### config.mk
export PLATFORM = sky130hd
export DESIGN_NAME = hack_rom_loader
export DESIGN_NICKNAME = d
export VERILOG_FILES = /design/src/rtl/hack_rom_loader.sv
export SDC_FILE = /design/constraint.sdc
export NUM_CORES = 1
export LEC_CHECK = 0
export CAP_MARGIN = 20
export CORE_ASPECT_RATIO = 0.8
export CORE_MARGIN = 10
export CORE_UTILIZATION = 45
export DETAILED_ROUTE_END_ITERATION = 6
export GPL_TIMING_DRIVEN = 1
export HOLD_SLACK_MARGIN = 0.03
export SYNTH_ARGS = -nofsm -noshare
export SYNTH_HDL_FRONTEND = slang
export SYNTH_SLANG_ARGS = --single-unit
### constraint.sdc
create_clock -name clk -period 4.15 [get_ports clk]
set_clock_uncertainty 0.15 [all_clocks]
set_input_delay 0.83 -clock clk [delete_from_list [all_inputs] [get_ports clk]]
set_output_delay 0.83 -clock clk [all_outputs]
set_load 0.005 [all_outputs]
### src/rtl/hack_rom_loader.sv
// Serial boot loader: receives a framed program image over UART and writes it into the Hack ROM.
// Optional CHK byte verification is built when ROM_LOADER_CHECKSUM_EN is defined.
module hack_rom_loader #(
    parameter int unsigned CLKS_PER_BIT = 868,
    parameter int unsigned ADDR_W       = 15,
    parameter int unsigned DEPTH        = 32768,
    parameter logic [7:0]  SYNC_BYTE    = 8'hA5
) (
    input  logic              clk,
    input  logic              reset,
    input  logic              rx,
    output logic              rom_we,
    output logic [ADDR_W-1:0] rom_addr,
    output logic [15:0]       rom_wdata,
    output logic              cpu_reset,
    output logic              done,
    output logic              err
);

    localparam int unsigned CNT_W = $clog2(CLKS_PER_BIT);
    localparam logic [CNT_W-1:0] BIT_END  = CNT_W'(CLKS_PER_BIT - 1);
    localparam logic [CNT_W-1:0] HALF_END = CNT_W'(CLKS_PER_BIT / 2 - 1);

    // ---------------- UART receiver ----------------
    typedef enum logic [1:0] {UIdle, UStart, UData, UStop} uart_state_e;

    uart_state_e      ust_q, ust_d;
    logic [CNT_W-1:0] cnt_q, cnt_d;
    logic [2:0]       bit_q, bit_d;
    logic [7:0]       shift_q, shift_d;
    logic             rx_meta_q, rx_sync_q, rx_prev_q;
    logic             byte_valid_q, byte_valid_d;
    logic             frame_err_q, frame_err_d;

    always_ff @(posedge clk or posedge reset) begin
        if (reset) begin
            rx_meta_q    <= 1'b1;
            rx_sync_q    <= 1'b1;
            rx_prev_q    <= 1'b1;
            ust_q        <= UIdle;
            cnt_q        <= '0;
            bit_q        <= '0;
            shift_q      <= '0;
            byte_valid_q <= 1'b0;
            frame_err_q  <= 1'b0;
        end else begin
            rx_meta_q    <= rx;
            rx_sync_q    <= rx_meta_q;
            rx_prev_q    <= rx_sync_q;
            ust_q        <= ust_d;
            cnt_q        <= cnt_d;
            bit_q        <= bit_d;
            shift_q      <= shift_d;
            byte_valid_q <= byte_valid_d;
            frame_err_q  <= frame_err_d;
        end
    end

    always_comb begin
        ust_d        = ust_q;
        cnt_d        = cnt_q;
        bit_d        = bit_q;
        shift_d      = shift_q;
        byte_valid_d = 1'b0;
        frame_err_d  = 1'b0;
        unique case (ust_q)
            UIdle: begin
                // Edge-triggered start so a low stop bit cannot immediately re-arm the receiver
                if (rx_prev_q && !rx_sync_q) begin
                    ust_d = UStart;
                    cnt_d = '0;
                end
            end
            UStart: begin
                if (cnt_q == HALF_END) begin
                    cnt_d = '0;
                    bit_d = '0;
                    ust_d = rx_sync_q ? UIdle : UData;
                end else begin
                    cnt_d = cnt_q + 1'b1;
                end
            end
            UData: begin
                if (cnt_q == BIT_END) begin
                    cnt_d   = '0;
                    shift_d = {rx_sync_q, shift_q[7:1]};
                    bit_d   = bit_q + 3'd1;
                    if (bit_q == 3'd7) ust_d = UStop;
                end else begin
                    cnt_d = cnt_q + 1'b1;
                end
            end
            UStop: begin
                if (cnt_q == BIT_END) begin
                    cnt_d        = '0;
                    ust_d        = UIdle;
                    byte_valid_d = rx_sync_q;
                    frame_err_d  = !rx_sync_q;
                end else begin
                    cnt_d = cnt_q + 1'b1;
                end
            end
            default: ust_d = UIdle;
        endcase
    end

    // ---------------- Frame FSM ----------------
    typedef enum logic [2:0] {
        StWaitSync, StLenHi, StLenLo, StDataHi, StDataLo, StRun, StError
`ifdef ROM_LOADER_CHECKSUM_EN
        , StCheck
`endif
    } state_e;

`ifdef ROM_LOADER_CHECKSUM_EN
    localparam state_e StAfterData = StCheck;
`else
    localparam state_e StAfterData = StRun;
`endif

    state_e            state_q, state_d;
    logic [15:0]       len_q, len_d;
    logic [7:0]        hi_q, hi_d;
    logic              rom_we_q, rom_we_d;
    logic [ADDR_W-1:0] rom_addr_q, rom_addr_d;
    logic [15:0]       rom_wdata_q, rom_wdata_d;
    logic              cpu_reset_q, done_q, err_q;
    logic [7:0]        rx_byte;
    logic [15:0]       len_full;
    logic              sync_hit, last_word;

    assign rx_byte   = shift_q;
    assign len_full  = {len_q[15:8], rx_byte};
    assign sync_hit  = byte_valid_q && (rx_byte == SYNC_BYTE);
    assign last_word = (32'(rom_addr_q) + 32'd1) == 32'(len_q);

`ifdef ROM_LOADER_CHECKSUM_EN
    logic [7:0] chk_q, chk_d;

    always_ff @(posedge clk or posedge reset) begin
        if (reset) chk_q <= '0;
        else       chk_q <= chk_d;
    end

    always_comb begin
        chk_d = chk_q;
        if (sync_hit && (state_q inside {StWaitSync, StRun, StError})) begin
            chk_d = '0;
        end else if (byte_valid_q && (state_q inside {StLenHi, StLenLo, StDataHi, StDataLo})) begin
            chk_d = chk_q ^ rx_byte;
        end
    end
`endif

    always_ff @(posedge clk or posedge reset) begin
        if (reset) begin
            state_q     <= StWaitSync;
            len_q       <= '0;
            hi_q        <= '0;
            rom_we_q    <= 1'b0;
            rom_addr_q  <= '0;
            rom_wdata_q <= '0;
            cpu_reset_q <= 1'b1;
            done_q      <= 1'b0;
            err_q       <= 1'b0;
        end else begin
            state_q     <= state_d;
            len_q       <= len_d;
            hi_q        <= hi_d;
            rom_we_q    <= rom_we_d;
            rom_addr_q  <= rom_addr_d;
            rom_wdata_q <= rom_wdata_d;
            // Lag one cycle behind the state so the final ROM write lands before the CPU runs
            cpu_reset_q <= (state_q != StRun);
            done_q      <= (state_q == StRun);
            err_q       <= (state_q == StError);
        end
    end

    always_comb begin
        state_d     = state_q;
        len_d       = len_q;
        hi_d        = hi_q;
        rom_we_d    = 1'b0;
        rom_wdata_d = rom_wdata_q;
        rom_addr_d  = rom_we_q ? rom_addr_q + 1'b1 : rom_addr_q;
        unique case (state_q)
            StWaitSync, StRun, StError: begin
                if (sync_hit) begin
                    state_d    = StLenHi;
                    rom_addr_d = '0;
                end
            end
            StLenHi: begin
                if (frame_err_q) begin
                    state_d = StError;
                end else if (byte_valid_q) begin
                    len_d[15:8] = rx_byte;
                    state_d     = StLenLo;
                end
            end
            StLenLo: begin
                if (frame_err_q) begin
                    state_d = StError;
                end else if (byte_valid_q) begin
                    len_d = len_full;
                    if (32'(len_full) > DEPTH) state_d = StError;
                    else if (len_full == 16'd0) state_d = StAfterData;
                    else                        state_d = StDataHi;
                end
            end
            StDataHi: begin
                if (frame_err_q) begin
                    state_d = StError;
                end else if (byte_valid_q) begin
                    hi_d    = rx_byte;
                    state_d = StDataLo;
                end
            end
            StDataLo: begin
                if (frame_err_q) begin
                    state_d = StError;
                end else if (byte_valid_q) begin
                    rom_we_d    = 1'b1;
                    rom_wdata_d = {hi_q, rx_byte};
                    state_d     = last_word ? StAfterData : StDataHi;
                end
            end
`ifdef ROM_LOADER_CHECKSUM_EN
            StCheck: begin
                if (frame_err_q) begin
                    state_d = StError;
                end else if (byte_valid_q) begin
                    state_d = (rx_byte == chk_q) ? StRun : StError;
                end
            end
`endif
            default: state_d = StWaitSync;
        endcase
    end

    assign rom_we    = rom_we_q;
    assign rom_addr  = rom_addr_q;
    assign rom_wdata = rom_wdata_q;
    assign cpu_reset = cpu_reset_q;
    assign done      = done_q;
    assign err       = err_q;

endmodule

==> summary.md <==
| Metric | Value |
|---|---|
| Status | `finished clean` |
| CP arrival | `around 1.7 ns` |
| Hold_ws | `between 0.2 and 0.25 ns` |
| Synth warnings | `0` |
| Met3 WL | `558 um` |
| Seq cells post-synth | `90` |
| Crit path max-delay family | `flip-flops` |
| Total of max-cap violations | `0` |
| Clock slew seen by the registers of the worst setup and hold paths | `0.07 ns` |
| Initial drt markers | `about 190` |
| Worst-Margin Slew | `0.774 ns` |
| Hpwl dp | `about 6900 um` |
| Die height | `110 um` |
| Hold path depth | `0` |
| Pre-antenna DRT Iters | `5` |
| Number of global-route vias before repair | `3230` |
| Mapped Area | `4560 um^2` |
| Wire length on met1 | `4880 um` |
| Setup TNS | `0 ns` |
| Routed len/inst | `~16 um` |
| Fin nets | `473` |
| H-tree Lvls | `3` |
| FF/Latch Area | `2260 um^2` |
| Synth Flop Type | `dfrtp_1` |
| Endpoint class of the critical path | `output pin` |
| Pin count of the biggest net entering global routing | `37` |
| Die ar. | `between 10000 and 15000 um^2` |
| Die W | `133 um` |
| Layout cells sized above 1 | `0.160` |
| RSZ-0062 raised after global routing | `no` |
| Worst reg2reg startpoint | `rom_addr[0]` |
| Clk buf depth | `2` |
| Area growth from synthesis to layout | `17.5%` |
| Tot Pwr | `0.00189 W` |
| Seq/Total Area, Yosys | `0.495` |
| Synth Instances | `431` |
| Row cnt | `32` |
| Fmax | `roughly 0.38 GHz` |
| # hold bufs at CTS | `0` |
| Post-route clock period utilization | `0.641` |
| Slowest CP cell | `dfrtp_1` |
| Cells after DPL | `589` |
| Hold_sp | `rx_meta_q` |
| Max stage delay on crit path | `roughly 0.7 ns` |
| CP startpoint kind | `flop` |
| DR vias/cell | `between 5 and 6` |
| Post-CTS Setup Inserts | `0` |
| Clk sinks | `90` |
| Post-synth EDFFs | `0` |
| Commonest non-fill, non-tap cell in the layout | `dfrtp_1` |
| Initial antenna violation count | `0` |
| CTS buffer count | `9` |
| Endpoints failing hold | `0` |
| Distinct cells, synth | `58` |
| Worst vdd ir | `0.252 mV` |
| Core Region | `9770 um^2` |
| Reg2reg setup slack | `1.69 ns` |
| CP Cell Sequence | `clkdlybuf4s50_1` |
| Post-synthesis async set-or-reset flop share | `1.00` |
| Final std cells w/o fill | `606` |
| Clock Latency Late Sink | `~0.34 ns` |
| Pleak | `2.46 nW` |
| Pwr/cell area | `352 nW/um^2` |
| Footprint of the multi-input gates | `~2200 um^2` |
| Hold EP | `rx_sync_q` |
| Top Ports | `38` |
| Root buffer cell | `clkbuf_16` |
| Final core occ | `0.549` |
| Syn_nets | `between 400 and 500` |
| CP Max Fanout | `12` |
| GPL Wtd Cong | `0.843` |
| Initial Util | `0.467` |
| RR Endpoint | `state_q[1]` |
| Top routing layer in use | `met4` |
| Vias | `3321` |
| CP Class | `reg -> out` |
| Commonest cells after routing, fill and taps aside | `86 x dfrtp_1, 48 x nand2_1, 41 x mux2_2` |
| Count of final setup violators | `0` |
| Fill count | `925` |
| Req. time, crit path | `3.17 ns` |
| Reg2Reg Depth | `7` |
| CTS tree | `done` |
| WP depth | `1` |
| Worst slew margin | `0.483` |
| Number of inserted diodes | `0` |
| Met2 Routed Length | `4290 um` |
| Post_cts resized | `0` |
| Syn_area_per_cell | `10.6 um^2` |
| Post-route ant nets | `0` |
| CP Buf/Inv Count | `1` |
| Detailed Route WL | `9820 um` |
| PortBufs | `37` |
| First-pass GRT wire length | `16800 um` |
| Crit path time final | `2.66 ns` |
| Worst Hold Class | `reg -> reg` |
| Drt drc | `0` |
| Tot GR Track Use | `0.141` |
| Remaining Overflow, GRT | `0` |
| Slew Viols, Final | `0` |
how the worst max path moves through the flow:
stage,startpoint,to,slack (ns)
after floorplan,reset,async pin,0.84
after global placement,state_q[1],rom_addr[0],1.68
after detailed placement,rx_byte[1],rom_addr[11],1.60
after CTS,rom_we,rom_we,1.45
after global routing,rom_we,rom_we,1.43
final,rom_we,rom_we,1.49
power by group:
group | switching, W | leakage, nW | internal (W)
sequential | 0.0000388 | 1.23 | 0.000907
clock | 0.000355 | 0.141 | 0.000474
combinational | 0.0000660 | 1.09 | 0.0000459
total | 0.000460 | 2.46 | 0.00143
layout make-up:
type,count,share of cell area
Sequential cell,90,0.421
Multi-Input combinational cell,311,0.408
Timing Repair Buffer,40,0.0733
Clock buffer,10,0.0427
Tap cell,136,0.0318
Clock inverter,6,0.0138
Inverter,13,0.00934
sequential cells by signal, indices dropped and copies added (netlist names), 3 cells and up, named ones only:
signal / flops
len_q: 16
rom_wdata: 16
rom_addr: 15
cnt_q: 10
hi_q: 8
rx_byte: 8
bit_q: 3
state_q: 3
layer usage:
metal,vias to the layer above,global-route usage
met4,0,0.0400
met3,7,0.0466
met1,1632,0.189
met5,-,0
met2,80,0.215
li1,1602,-
synthesized netlist by cell type (2+ instances only):
cell type,number,area (um^2)
dfrtp_1,86,2150
nand2_1,48,180
mux2_2,41,462
nor2_1,30,113
o21ai_0,21,105
xnor2_1,18,158
xor2_1,17,149
clkbuf_1,13,48.8
nand4_1,13,81.3
inv_1,12,45.0
nand3_1,10,50.1
a21oi_1,9,45.0
nor2b_1,9,56.3
nand2b_1,8,50.1
and3_1,6,37.5
nor3b_1,6,45.0
nor4_1,6,37.5
ha_1,5,62.6
mux2i_1,5,50.1
nor3_1,5,25.0
dfstp_2,4,105
o22ai_1,4,25.0
o31ai_1,4,30.0
a31oi_1,3,18.8
and2_1,3,18.8
and4_1,3,26.3
buf_2,3,15.0
nor4b_1,3,26.3
or3_1,3,18.8
a41oi_1,2,17.5
nand3b_1,2,15.0
nor4_2,2,25.0
o31a_1,2,17.5
logic make-up (layout without fill, tap and decap cells):
group,after synthesis,in the layout,share of synthesized area
buffers and inverters,30,69,0.0258
AOI/OAI and AO/OA,61,61,0.0914
muxes,46,46,0.112
xor gates and xnor gates,35,35,0.0672
DFF,90,90,0.495
adders and majority gates,6,6,0.0159
and+or+nand+nor,163,163,0.193
stage by stage:
step                area (um^2)  setup WS, ns
floorplan                  4560         0.841
global placement           5050          1.68
detailed placement         5050          1.60
CTS                        5350          1.45
global route               5360          1.43
finish                     5360          1.49
Note: power is estimated with default switching activity, not from simulation.
